File: config.mk
export PLATFORM = sky130hd
export DESIGN_NAME = logic_shift_unit
export DESIGN_NICKNAME = d
export VERILOG_FILES = /design/src/rtl/alu_pkg.sv /design/src/rtl/logic_op_comb.sv /design/src/rtl/logic_op_shift_unit.sv
export SDC_FILE = /design/constraint.sdc
export NUM_CORES = 1
export LEC_CHECK = 0
export BUFFER_PORTS_ARGS = -buffer_cell sky130_fd_sc_hd__buf_2
export CORE_MARGIN = 2
export CORE_UTILIZATION = 60
export CTS_CLUSTER_DIAMETER = 30
export DETAILED_ROUTE_END_ITERATION = 12
export PLACE_DENSITY = 0.88
export SLEW_MARGIN = 20
export SYNTH_ARGS = -nofsm -noshare
export SYNTH_HDL_FRONTEND = slang
export SYNTH_HIERARCHICAL = 1
export SYNTH_SLANG_ARGS = --single-unit
File: constraint.sdc
create_clock -name clk -period 4.1 [get_ports clk]
set_input_delay 0.205 -clock clk [delete_from_list [all_inputs] [get_ports clk]]
set_output_delay 0.205 -clock clk [all_outputs]
set_load 0.03 [all_outputs]
File: src/rtl/alu_pkg.sv
// Shared ALU definitions: opcode encoding, flag record layout and small opcode helpers.
package alu_pkg;

    typedef enum logic [2:0] {
        OP_NOT  = 3'b000,
        OP_AND  = 3'b001,
        OP_OR   = 3'b010,
        OP_XOR  = 3'b011,
        OP_SLL  = 3'b100,
        OP_SRL  = 3'b101,
        OP_SRA  = 3'b110,
        OP_RSVD = 3'b111
    } alu_op_e;

    typedef struct packed {
        logic n;
        logic z;
        logic c;
        logic v;
    } flags_t;

    localparam int FLAG_N = 3;
    localparam int FLAG_Z = 2;
    localparam int FLAG_C = 1;
    localparam int FLAG_V = 0;

    function automatic logic is_shift(alu_op_e op);
        return (op == OP_SLL) || (op == OP_SRL) || (op == OP_SRA);
    endfunction

endpackage

File: src/rtl/logic_op_comb.sv
// Combinational NOT/AND/OR/XOR selector with negative/zero detection on its output.
module logic_op_comb
    import alu_pkg::*;
#(
    parameter int N = 32
) (
    input  alu_op_e        op_i,
    input  logic [N-1:0]   a_i,
    input  logic [N-1:0]   b_i,
    output logic [N-1:0]   res_o,
    output logic           neg_o,
    output logic           zero_o
);

    // Non-logic opcodes produce zero so the reserved encoding needs no special path.
    always_comb begin
        res_o = '0;
        case (op_i)
            OP_NOT:  res_o = ~a_i;
            OP_AND:  res_o = a_i & b_i;
            OP_OR:   res_o = a_i | b_i;
            OP_XOR:  res_o = a_i ^ b_i;
            default: res_o = '0;
        endcase
    end

    assign neg_o  = res_o[N-1];
    assign zero_o = (res_o == '0);

endmodule

File: src/rtl/logic_op_shift_unit.sv
// Handshaked logic/shift execution unit: single-cycle logic ops, bit-serial shifts, registered NZCV.
module logic_shift_unit
    import alu_pkg::*;
#(
    parameter int N       = 32,
    parameter int SHAMT_W = $clog2(N)
) (
    input  logic         clk,
    input  logic         rst_n,
    input  logic         in_valid,
    output logic         in_ready,
    input  logic [2:0]   op,
    input  logic [N-1:0] a,
    input  logic [N-1:0] b,
    output logic         out_valid,
    input  logic         out_ready,
    output logic [N-1:0] result,
    output logic [3:0]   flags
);

    typedef enum logic [1:0] {
        IDLE  = 2'd0,
        SHIFT = 2'd1,
        DONE  = 2'd2
    } state_e;

    state_e               state_q, state_d;
    alu_op_e              op_q, op_d;
    logic [N-1:0]         work_q, work_d;
    logic [SHAMT_W-1:0]   cnt_q, cnt_d;
    logic [N-1:0]         result_q, result_d;
    flags_t               flags_q, flags_d;

    alu_op_e              op_in;
    logic [SHAMT_W-1:0]   shamt_in;
    logic [N-1:0]         logic_res;
    logic                 logic_neg, logic_zero;
    logic [N-1:0]         shift_next;
    logic                 shift_out;
    logic [N-1:0]         flag_src;
    logic                 src_neg, src_zero;
    logic [N-1:0]         src_res;

    assign op_in    = alu_op_e'(op);
    assign shamt_in = b[SHAMT_W-1:0];

    logic_op_comb #(.N(N)) u_logic (
        .op_i   (op_in),
        .a_i    (a),
        .b_i    (b),
        .res_o  (logic_res),
        .neg_o  (logic_neg),
        .zero_o (logic_zero)
    );

    // OR with zero passes the value through, reusing the block purely for N/Z detection.
    assign flag_src = (state_q == SHIFT) ? shift_next : a;

    logic_op_comb #(.N(N)) u_flags (
        .op_i   (OP_OR),
        .a_i    (flag_src),
        .b_i    ('0),
        .res_o  (src_res),
        .neg_o  (src_neg),
        .zero_o (src_zero)
    );

    always_comb begin
        shift_next = work_q;
        shift_out  = 1'b0;
        case (op_q)
            OP_SLL: begin
                shift_next = {work_q[N-2:0], 1'b0};
                shift_out  = work_q[N-1];
            end
            OP_SRL: begin
                shift_next = {1'b0, work_q[N-1:1]};
                shift_out  = work_q[0];
            end
            OP_SRA: begin
                shift_next = {work_q[N-1], work_q[N-1:1]};
                shift_out  = work_q[0];
            end
            default: begin
                shift_next = work_q;
                shift_out  = 1'b0;
            end
        endcase
    end

    always_comb begin
        state_d  = state_q;
        op_d     = op_q;
        work_d   = work_q;
        cnt_d    = cnt_q;
        result_d = result_q;
        flags_d  = flags_q;
        case (state_q)
            IDLE: begin
                if (in_valid) begin
                    op_d = op_in;
                    if (is_shift(op_in) && (shamt_in != '0)) begin
                        work_d  = a;
                        cnt_d   = shamt_in;
                        state_d = SHIFT;
                    end else begin
                        state_d = DONE;
                        if (op_in == OP_RSVD) begin
                            result_d = '0;
                            flags_d  = '{n: 1'b0, z: 1'b1, c: 1'b0, v: 1'b0};
                        end else if (is_shift(op_in)) begin
                            result_d = src_res;
                            flags_d  = '{n: src_neg, z: src_zero, c: 1'b0, v: 1'b0};
                        end else begin
                            result_d = logic_res;
                            flags_d  = '{n: logic_neg, z: logic_zero, c: 1'b0, v: 1'b0};
                        end
                    end
                end
            end
            SHIFT: begin
                work_d = shift_next;
                cnt_d  = cnt_q - SHAMT_W'(1);
                if (cnt_q == SHAMT_W'(1)) begin
                    result_d = shift_next;
                    flags_d  = '{n: src_neg, z: src_zero, c: shift_out, v: 1'b0};
                    state_d  = DONE;
                end
            end
            DONE: begin
                if (out_ready) begin
                    state_d = IDLE;
                end
            end
            default: state_d = IDLE;
        endcase
    end

    always_ff @(posedge clk or negedge rst_n) begin
        if (!rst_n) begin
            state_q  <= IDLE;
            op_q     <= OP_NOT;
            work_q   <= '0;
            cnt_q    <= '0;
            result_q <= '0;
            flags_q  <= '0;
        end else begin
            state_q  <= state_d;
            op_q     <= op_d;
            work_q   <= work_d;
            cnt_q    <= cnt_d;
            result_q <= result_d;
            flags_q  <= flags_d;
        end
    end

    assign in_ready  = (state_q == IDLE);
    assign out_valid = (state_q == DONE);
    assign result    = result_q;
    assign flags     = flags_q;

endmodule
==> results of run 1 <==
==> metrics by stage <==
step / instances / util (%) / setup slack, ns / total power, mW / cell area, µm²
finish: 1526 / 68.2 / 0.470 / 6.94 / 11400
CTS: 1526 / 68.2 / 0.560 / 6.81 / 11400
floorplan: 1239 / - / 1.01 / 4.84 / 10600
detailed placement: 1510 / 66.3 / 0.602 / 5.88 / 11100
global route: 1526 / 68.2 / 0.293 / 7.36 / 11400
global placement: 1510 / 66.3 / 0.751 / 5.71 / 11100
==> final cells by class <==
cell class	instances	area, µm²	area share [%]
Multi-Input combinational cell	865	7290	64.0
Sequential cell	77	1930	16.9
Inverter	219	822	7.22
Timing Repair Buffer	130	763	6.70
Tap cell	220	275	2.42
Clock buffer	11	243	2.13
Clock inverter	4	72.6	0.637
==> kinds of logic after synthesis <==
kind of cell             share of synthesized area [%]
AO/OA/AOI/OAI                                     14.8
adder cells (fa/ha/maj)                           15.8
XOR/XNOR                                        0.0850
AND/OR/NAND/NOR                                   14.3
flip-flops                                        18.7
multiplexers                                      23.2
other                                           0.0729
buffers and inverters                             13.1
==> flip-flops by register name (all words and copies together) (netlist names) <==
signal   cells
cnt_q        5
flags        3
op_q         3
result      32
state_q      2
work_q      32
==> cell usage in the layout, fill, tap and decap left out, types with 18 or more instances in the layout <==
cell type	n
nand2b_1	23
ha_1	130
inv_1	219
mux2i_1	25
nor2b_1	33
conb_1	68
dfrtp_1	76
mux2_2	66
nor3b_1	32
mux2_4	28
mux4_2	21
a32o_1	50
buf_2	106
o21ai_0	82
mux4_1	19
nor2_1	140
buf_4	19
nand2_1	18
a21oi_1	18
==> worst max-delay path by stage <==
stage,slack (ns),cells after the start,endpoint,start
after floorplan,1.01,15,flags[2],state_q[0]
after global placement,0.75,13,flags[2],op_q[1]
after detailed placement,0.60,13,flags[2],op_q[1]
after CTS,0.56,13,flags[2],op_q[1]
after global routing,0.29,13,flags[2],op_q[1]
final,0.47,13,flags[2],op_q[1]
==> power by group <==
group | internal (mW) | total [mW] | switching, mW
clock network | 0.546 | 0.891 | 0.345
registers | 1.12 | 1.61 | 0.485
logic | 1.97 | 4.44 | 2.47
==> routing by layer <==
layer	routed length, µm	vias to the layer above
li1	-	4248
met5	0	-
met3	2530	80
met1	11200	4415
met2	13100	550
met4	851	0
==> timing repair <==
action                                 in CTS  in global routing
hold buffers                                1                  0
endpoints found under the hold margin      35                  0
setup endpoints to repair                   0                  0
==> summary.md, run 1 <==
| Metric | Value |
|---|---|
| Status | completed |
| Setup crit end kind | flip-flop |
| Detailed placer's ending HPWL | 20.2 mm |
| Worst-case clock buffer depth | 2 |
| Area of the die | 18200 µm² |
| Busiest grt layer | met2 |
| Hold WS | 0.0270 ns |
| Clock root buffer | clkbuf_16 |
| Synth Instances | 1173 |
| Seq/Total Area, Yosys | 18.7% |
| Core ar. | 16700 µm² |
| Slew headroom | between 30% and 40% |
| Count leader, synth | inv_1 |
| FILL cells | 1287 |
| Nets | 1503 |
| First-pass GRT wire length | 43.9 mm |
| Met1 Use GR | 40.0% |
| Setup_tns | 0 ns |
| Leak | 5.66 nW |
| Die width | 135 µm |
| Port bufs | between 100 and 150 |
| Syn avg cell area | 8.79 µm² |
| Hold wc startpoint | out_ready |
| Max Slew Vio Count | 0 |
| R2R Path End | flags[2] |
| Post CTS Setup Buffer Count | 0 |
| Length of the first detailed-routing pass in iterations | 8 |
| Initial antenna violation count | 0 |
| Post-CTS resize count | 0 |
| Max-cap violations | 0 |
| Antenna Cells | 0 |
| Routed wire length | 27.8 mm |
| Max incr delay on CP | 0.88 ns |
| Crit path buf inv count | 2 |
| Measured slew at the worst slew-check pin | between 1 and 1.5 ns |
| Worst Skew | 0.00721 ns |
| CTS Sinks | 77 |
| Hold EP | state_q[1] |
| Worst Setup Path Type | flip-flop to flip-flop |
| Max stage delay cell, worst path | dfrtp_2 |
| Cell Area, Synth | 10300 µm² |
| Synth Register Bits | 77 |
| CP top delay family | compound AO/OA/AOI/OAI gates |
| Clk slew on worst S/H paths | 0.06 ns |
| GR Util met2 | 50.2% |
| Crit Reg-Reg Startpoint | op_q[1] |
| Synth area leader | dfrtp_1 |
| Share of flip-flops with an asynchronous set or reset | 100% |
| Startpoint Class | flip-flop |
| RSZ-0062 raised after global routing | false |
| Initial Utilization | 61.7% |
| Gr usage total | between 30 and 40% |
| Via count | just over 9000 |
| Antenna viol nets, final | 0 |
| Area Growth Syn to Fin | 10.5% |
| Required time worst endpoint | 4.33 ns |
| TritonCTS Buffers | 9 |
| # IOs | approximately 110 |
| Cell Chain, Critical Path | buf_12, nor2_1, o21ai_0, a32o_1, inv_1, ha_1, mux4_1, nand4_1, nor4_1, a41o_1, a21oi_1, nor2_1, mux2_2 |
| Final Hold Viols | 0 |
| Worst-Skew Late Latency | between 0.3 and 0.4 ns |
| PD cells | 609 nW/µm² |
| H-tree depth | 3 |
| DRC | 0 |
| Peak VDD IR | 0.000476 V |
| Post-route minimum period | around 3.6 ns |
| GRT Residual Overflow | 0 |
| Synth area leaders | dfrtp_1 (19%), ha_1 (16%), inv_1 (8.0%) |
| Ys flop type | dfrtp_1 |
| Most common cell on crit path | nor2_1 |
| Unique masters post-synth | 62 |
| Worst-path fanout max | 43 |
| Number of synthesized flops with an enable pin | 0 |
| WL per Instance | between 15 and 20 µm |
| Worst R2R Path Depth | 13 |
| Fmax | 0.275 GHz |
| Register-to-register setup slack | around 0.47 ns |
| Largest net degree at the start of global routing | 56 |
| Ys Warns | 6 |
| Vias in the first global route | 8681 |
| Die H | between 100 and 150 µm |
| Gpl congestion | 0.887 |
| Crit share post-route | 88.5% |
| Rows | 47 |
| Final setup violating endpoints | 0 |
| Post-synth top cells | inv_1 (219), nor2_1 (140), ha_1 (130), o21ai_0 (82), dfrtp_1 (77) |
| Hold path cells | 2 |
| Worst EP arrival | 3.87 ns |
| Via density | 6.09 |
| 1st-iter DRT viols | 1017 |
| Met3 GRT Util | 4.80% |
| Top cell type's share of synthesized area | 18.7% |
| CTS tree | built |
| Min-delay worst type | primary input to flip-flop |
| Proportion of layout cells with a drive suffix above 1 | between 20% and 30% |
No activity file was read; power rests on OpenSTA's default activity.
==> run 2: changes to the inputs <==
- CORE_UTILIZATION: 60 -> 59
- PLACE_DENSITY: 0.88 -> 0.89
- SYNTH_HIERARCHICAL: 1 -> default
==> run 2 against run 1 <==
Against the previous run:
- clock skew barely moved
- sequential cell count did not move
- non-clock buffer count fell by 16
- combinational power fell by 29%
- register-to-register slack improved by 0.46 ns
- sequential power barely moved
- power fell by 20%
- count of clock-buffer cells in the layout rose by 1
- sequential share of layout area rose by 7.0 points
- clock power fell by 12%
- final area fell by 29%
- synthesized cell count fell by 22%
- critical endpoint is now result[14]
- largest power group unchanged
- highest routed layer unchanged
==> summary.md, run 2 <==
| Metric | Value |
|---|---|
| Fmax | 0.316 GHz (was 0.275 GHz) |
| Inst Count DP | 1110 (was 1510) |
| Core ar. | 12000 µm² (was 16700 µm²) |
| Final Hold Viols | 0 (unchanged) |
| DRC | 0 (unchanged) |
| Antenna viol nets, final | 0 (unchanged) |
| Clk slew on worst S/H paths | 0.06 ns (about the same) |
| Synth Instances | 913 (was 1173) |
| Synth Net Count | roughly 1100 |
| Syn avg cell area | 7.97 µm² (was 8.79 µm²) |
| Max-cap violations | 0 (unchanged) |
| Vias in the first global route | 6664 (was 8681) |
| Uppermost layer routed | met4 (unchanged) |
| Worst setup margin | 0.931 ns (was 0.470 ns) |
| Setup_tns | 0 ns (unchanged) |
| Synth area leaders | dfrtp_1 (26%), ha_1 (11%), mux4_2 (6.2%) (was dfrtp_1 (19%), ha_1 (16%), inv_1 (8.0%)) |
| Worst EP arrival | 3.40 ns (was 3.87 ns) |
| Antenna Cells | 0 (unchanged) |
| Proportion of layout cells with a drive suffix above 1 | 17.3% (was 20.9%) |
| Most frequent cells in the layout | buf_2 (106), inv_1 (100), nor2_1 (97), o21ai_0 (81), dfrtp_1 (76) (was inv_1 (219), nor2_1 (140), ha_1 (130), buf_2 (106), o21ai_0 (82)) |
| Detailed placer's ending HPWL | 16.6 mm (was 20.2 mm) |
| Gpl congestion | 0.980 (was 0.887) |
| RSZ-0062 raised after global routing | false (unchanged) |
| Via density | 6.55 (was 6.09) |
| Seq/Total Area, Yosys | 26.5% (was 18.7%) |
| CTS tree | built (unchanged) |
| Port bufs | 107 (unchanged) |
| CTS Sinks | 77 (unchanged) |
| Count leader, synth | inv_1 (unchanged) |
| Post-DP Area | 7760 µm² (was 11100 µm²) |
| Design Area, Final | 8050 µm² (was 11400 µm²) |
| Commonest non-fill, non-tap cell in the layout | buf_2 (was inv_1) |
| Worst Skew | 0.00716 ns (was 0.00721 ns) |
| Cell Area, Synth | 7280 µm² (was 10300 µm²) |
| Max stage delay cell, worst path | or3_1 (was dfrtp_2) |
| PD cells | 689 nW/µm² (was 609 nW/µm²) |
| Met1 Routed Length | 9.01 mm (was 11.2 mm) |
| Cell Chain, Critical Path | nand2b_2, a31oi_1, or3_1, clkinv_2, mux2_1 (was buf_12, nor2_1, o21ai_0, a32o_1, inv_1, ha_1, mux4_1, nand4_1, nor4_1, a41o_1, a21oi_1, nor2_1, mux2_2) |
| Min-delay worst type | primary input to asynchronous set/reset pin (was primary input to flip-flop) |
| Unique masters post-synth | 57 (was 62) |
| TritonCTS Buffers | 9 (unchanged) |
| Synth Register Bits | 77 (unchanged) |
| Share of flip-flops with an asynchronous set or reset | 100% (unchanged) |
| Slew headroom | 27.1% (was 32.9%) |
| GRT Residual Overflow | 0 (unchanged) |
| Crit path buf inv count | 1 (was 2) |
| Startpoint Class | flip-flop (unchanged) |
| First-pass GRT wire length | 35.0 mm (was 43.9 mm) |
| Final setup violating endpoints | 0 (unchanged) |
| Post-route minimum period | 3.17 ns (was 3.63 ns) |
| Post-synth top cells | inv_1 (100), nor2_1 (98), o21ai_0 (81), dfrtp_1 (77), a21oi_1 (74) (was inv_1 (219), nor2_1 (140), ha_1 (130), o21ai_0 (82), dfrtp_1 (77)) |
| Ys Warns | 0 (was 6) |
| Area of the die | 13200 µm² (was 18200 µm²) |
| Max incr delay on CP | 0.73 ns (was 0.88 ns) |
| # IOs | 109 (unchanged) |
| Worst-path fanout max | 27 (was 43) |
| Post-Place Setup Slack | 0.998 ns (was 0.602 ns) |
| Top cell type's share of synthesized area | 26.5% (was 18.7%) |
| Routed wire length | 22.4 mm (was 27.8 mm) |
| Crit share post-route | 77.3% (was 88.5%) |
| Rows | 40 (was 47) |
| CP top delay family | simple AND/OR/NAND/NOR gates (was compound AO/OA/AOI/OAI gates) |
| Area Growth Syn to Fin | 10.6% (was 10.5%) |
| WL per Instance | 19.9 µm (was 18.2 µm) |
| Largest net degree at the start of global routing | 78 (was 56) |
| Ys flop type | dfrtp_1 (unchanged) |
| Leak | 3.80 nW (was 5.66 nW) |
| Post-CTS resize count | 0 (unchanged) |
| Fin util | 67.0% (was 68.2%) |
| Worst Setup Path Type | flip-flop to flip-flop (unchanged) |
| Via count | 7376 (was 9293) |
| Post CTS Setup Buffer Count | 0 (unchanged) |
| H-tree depth | 3 (unchanged) |
| Non-filler cells, final | 1126 (was 1526) |
| Initial antenna violation count | 0 (unchanged) |
| Number of synthesized flops with an enable pin | 0 (unchanged) |
| Gr usage total | 34.2% (was 30.4%) |
| Max Slew Vio Count | 0 (unchanged) |
| Setup crit end kind | flip-flop (unchanged) |
| Peak VDD IR | 0.000297 V (was 0.000476 V) |
| Die width | 115 µm (was 135 µm) |
| Clock root buffer | clkbuf_16 (unchanged) |
| Worst-Skew Late Latency | 0.35 ns (about the same) |
| Required time worst endpoint | 4.33 ns (about the same) |
| Nets | 1111 (was 1503) |
| Initial Utilization | 60.6% (was 61.7%) |
| Die H | 115 µm (was 135 µm) |
| Wire length on met2 | 9.83 mm (was 13.1 mm) |
| Hold-fix buffers at CTS | 0 (was 1) |
| Measured slew at the worst slew-check pin | 1.09 ns (was 1.00 ns) |
| Length of the first detailed-routing pass in iterations | 6 (was 8) |
| Met3 wire length | 2.70 mm (was 2.53 mm) |
| Status | completed (unchanged) |
| Synth area leader | dfrtp_1 (unchanged) |
| 1st-iter DRT viols | 954 (was 1017) |
| Worst-case clock buffer depth | 2 (unchanged) |
[run 2: cell count changes after synthesis, sizes merged, moves of 14 or more]
cell | before | now
a21oi | 19 | 74
a32o | 50 | 1
ha | 130 | 66
inv | 219 | 102
mux2 | 94 | 24
mux4 | 40 | 20
nand2 | 18 | 69
nand2b | 24 | 6
nor2 | 141 | 99
o22ai | 12 | 26
[run 2: per-stage QoR]
step           total power, mW  hold slack [ns]
3_3_place_gp              4.56            0.411
5_1_grt                   5.87            0.109
2_1_floorplan             3.82          -0.0906
3_5_place_dp              4.64            0.423
6_report                  5.54           0.0212
4_1_cts                   5.44           0.0593
[run 2: path summary, 6_finish.rpt]
check	from	endpoint	slack, ns	depth (start not counted)
hold / removal	rst_n	cnt_q[2]	0.02	1
hold reg to reg	result[31]	result[31]	0.47	2
setup reg to reg	state_q[1]	result[14]	0.93	5
max in group asynchronous	rst_n	op_q[0]	3.39	1
setup / recovery	state_q[1]	result[14]	0.93	5
min in group clk	b[0]	cnt_q[0]	0.18	3
[run 2: report_power, final]
group	internal (mW)	switching, mW
logic	1.11	2.06
clock network	0.447	0.337
registers	1.13	0.454
total	2.69	2.85
[run 2: cells by family after synthesis]
logic type | synth area share [%]
xor+xnor | 0.120
mux | 13.2
other cells | 0.0515
buf+inv | 9.54
simple gates | 17.8
compound gates | 21.5
flops | 26.5
fa+ha+maj | 11.3
[run 2: layout make-up]
class | instances | area [µm²]
Clock inverter | 4 | 30.0
Tap cell | 147 | 184
Clock buffer | 12 | 256
Inverter | 103 | 388
Sequential cell | 77 | 1930
Multi-Input combinational cell | 669 | 4670
Timing Repair Buffer | 114 | 591
Fill cell | 990 | 3970
[run 2: metal layers]
metal | track usage [%] | up-vias
li1 | - | 3336
met1 | 48.3 | 3476
met2 | 51.3 | 489
met3 | 7.43 | 75
met4 | 14.3 | 0
met5 | 0 | -
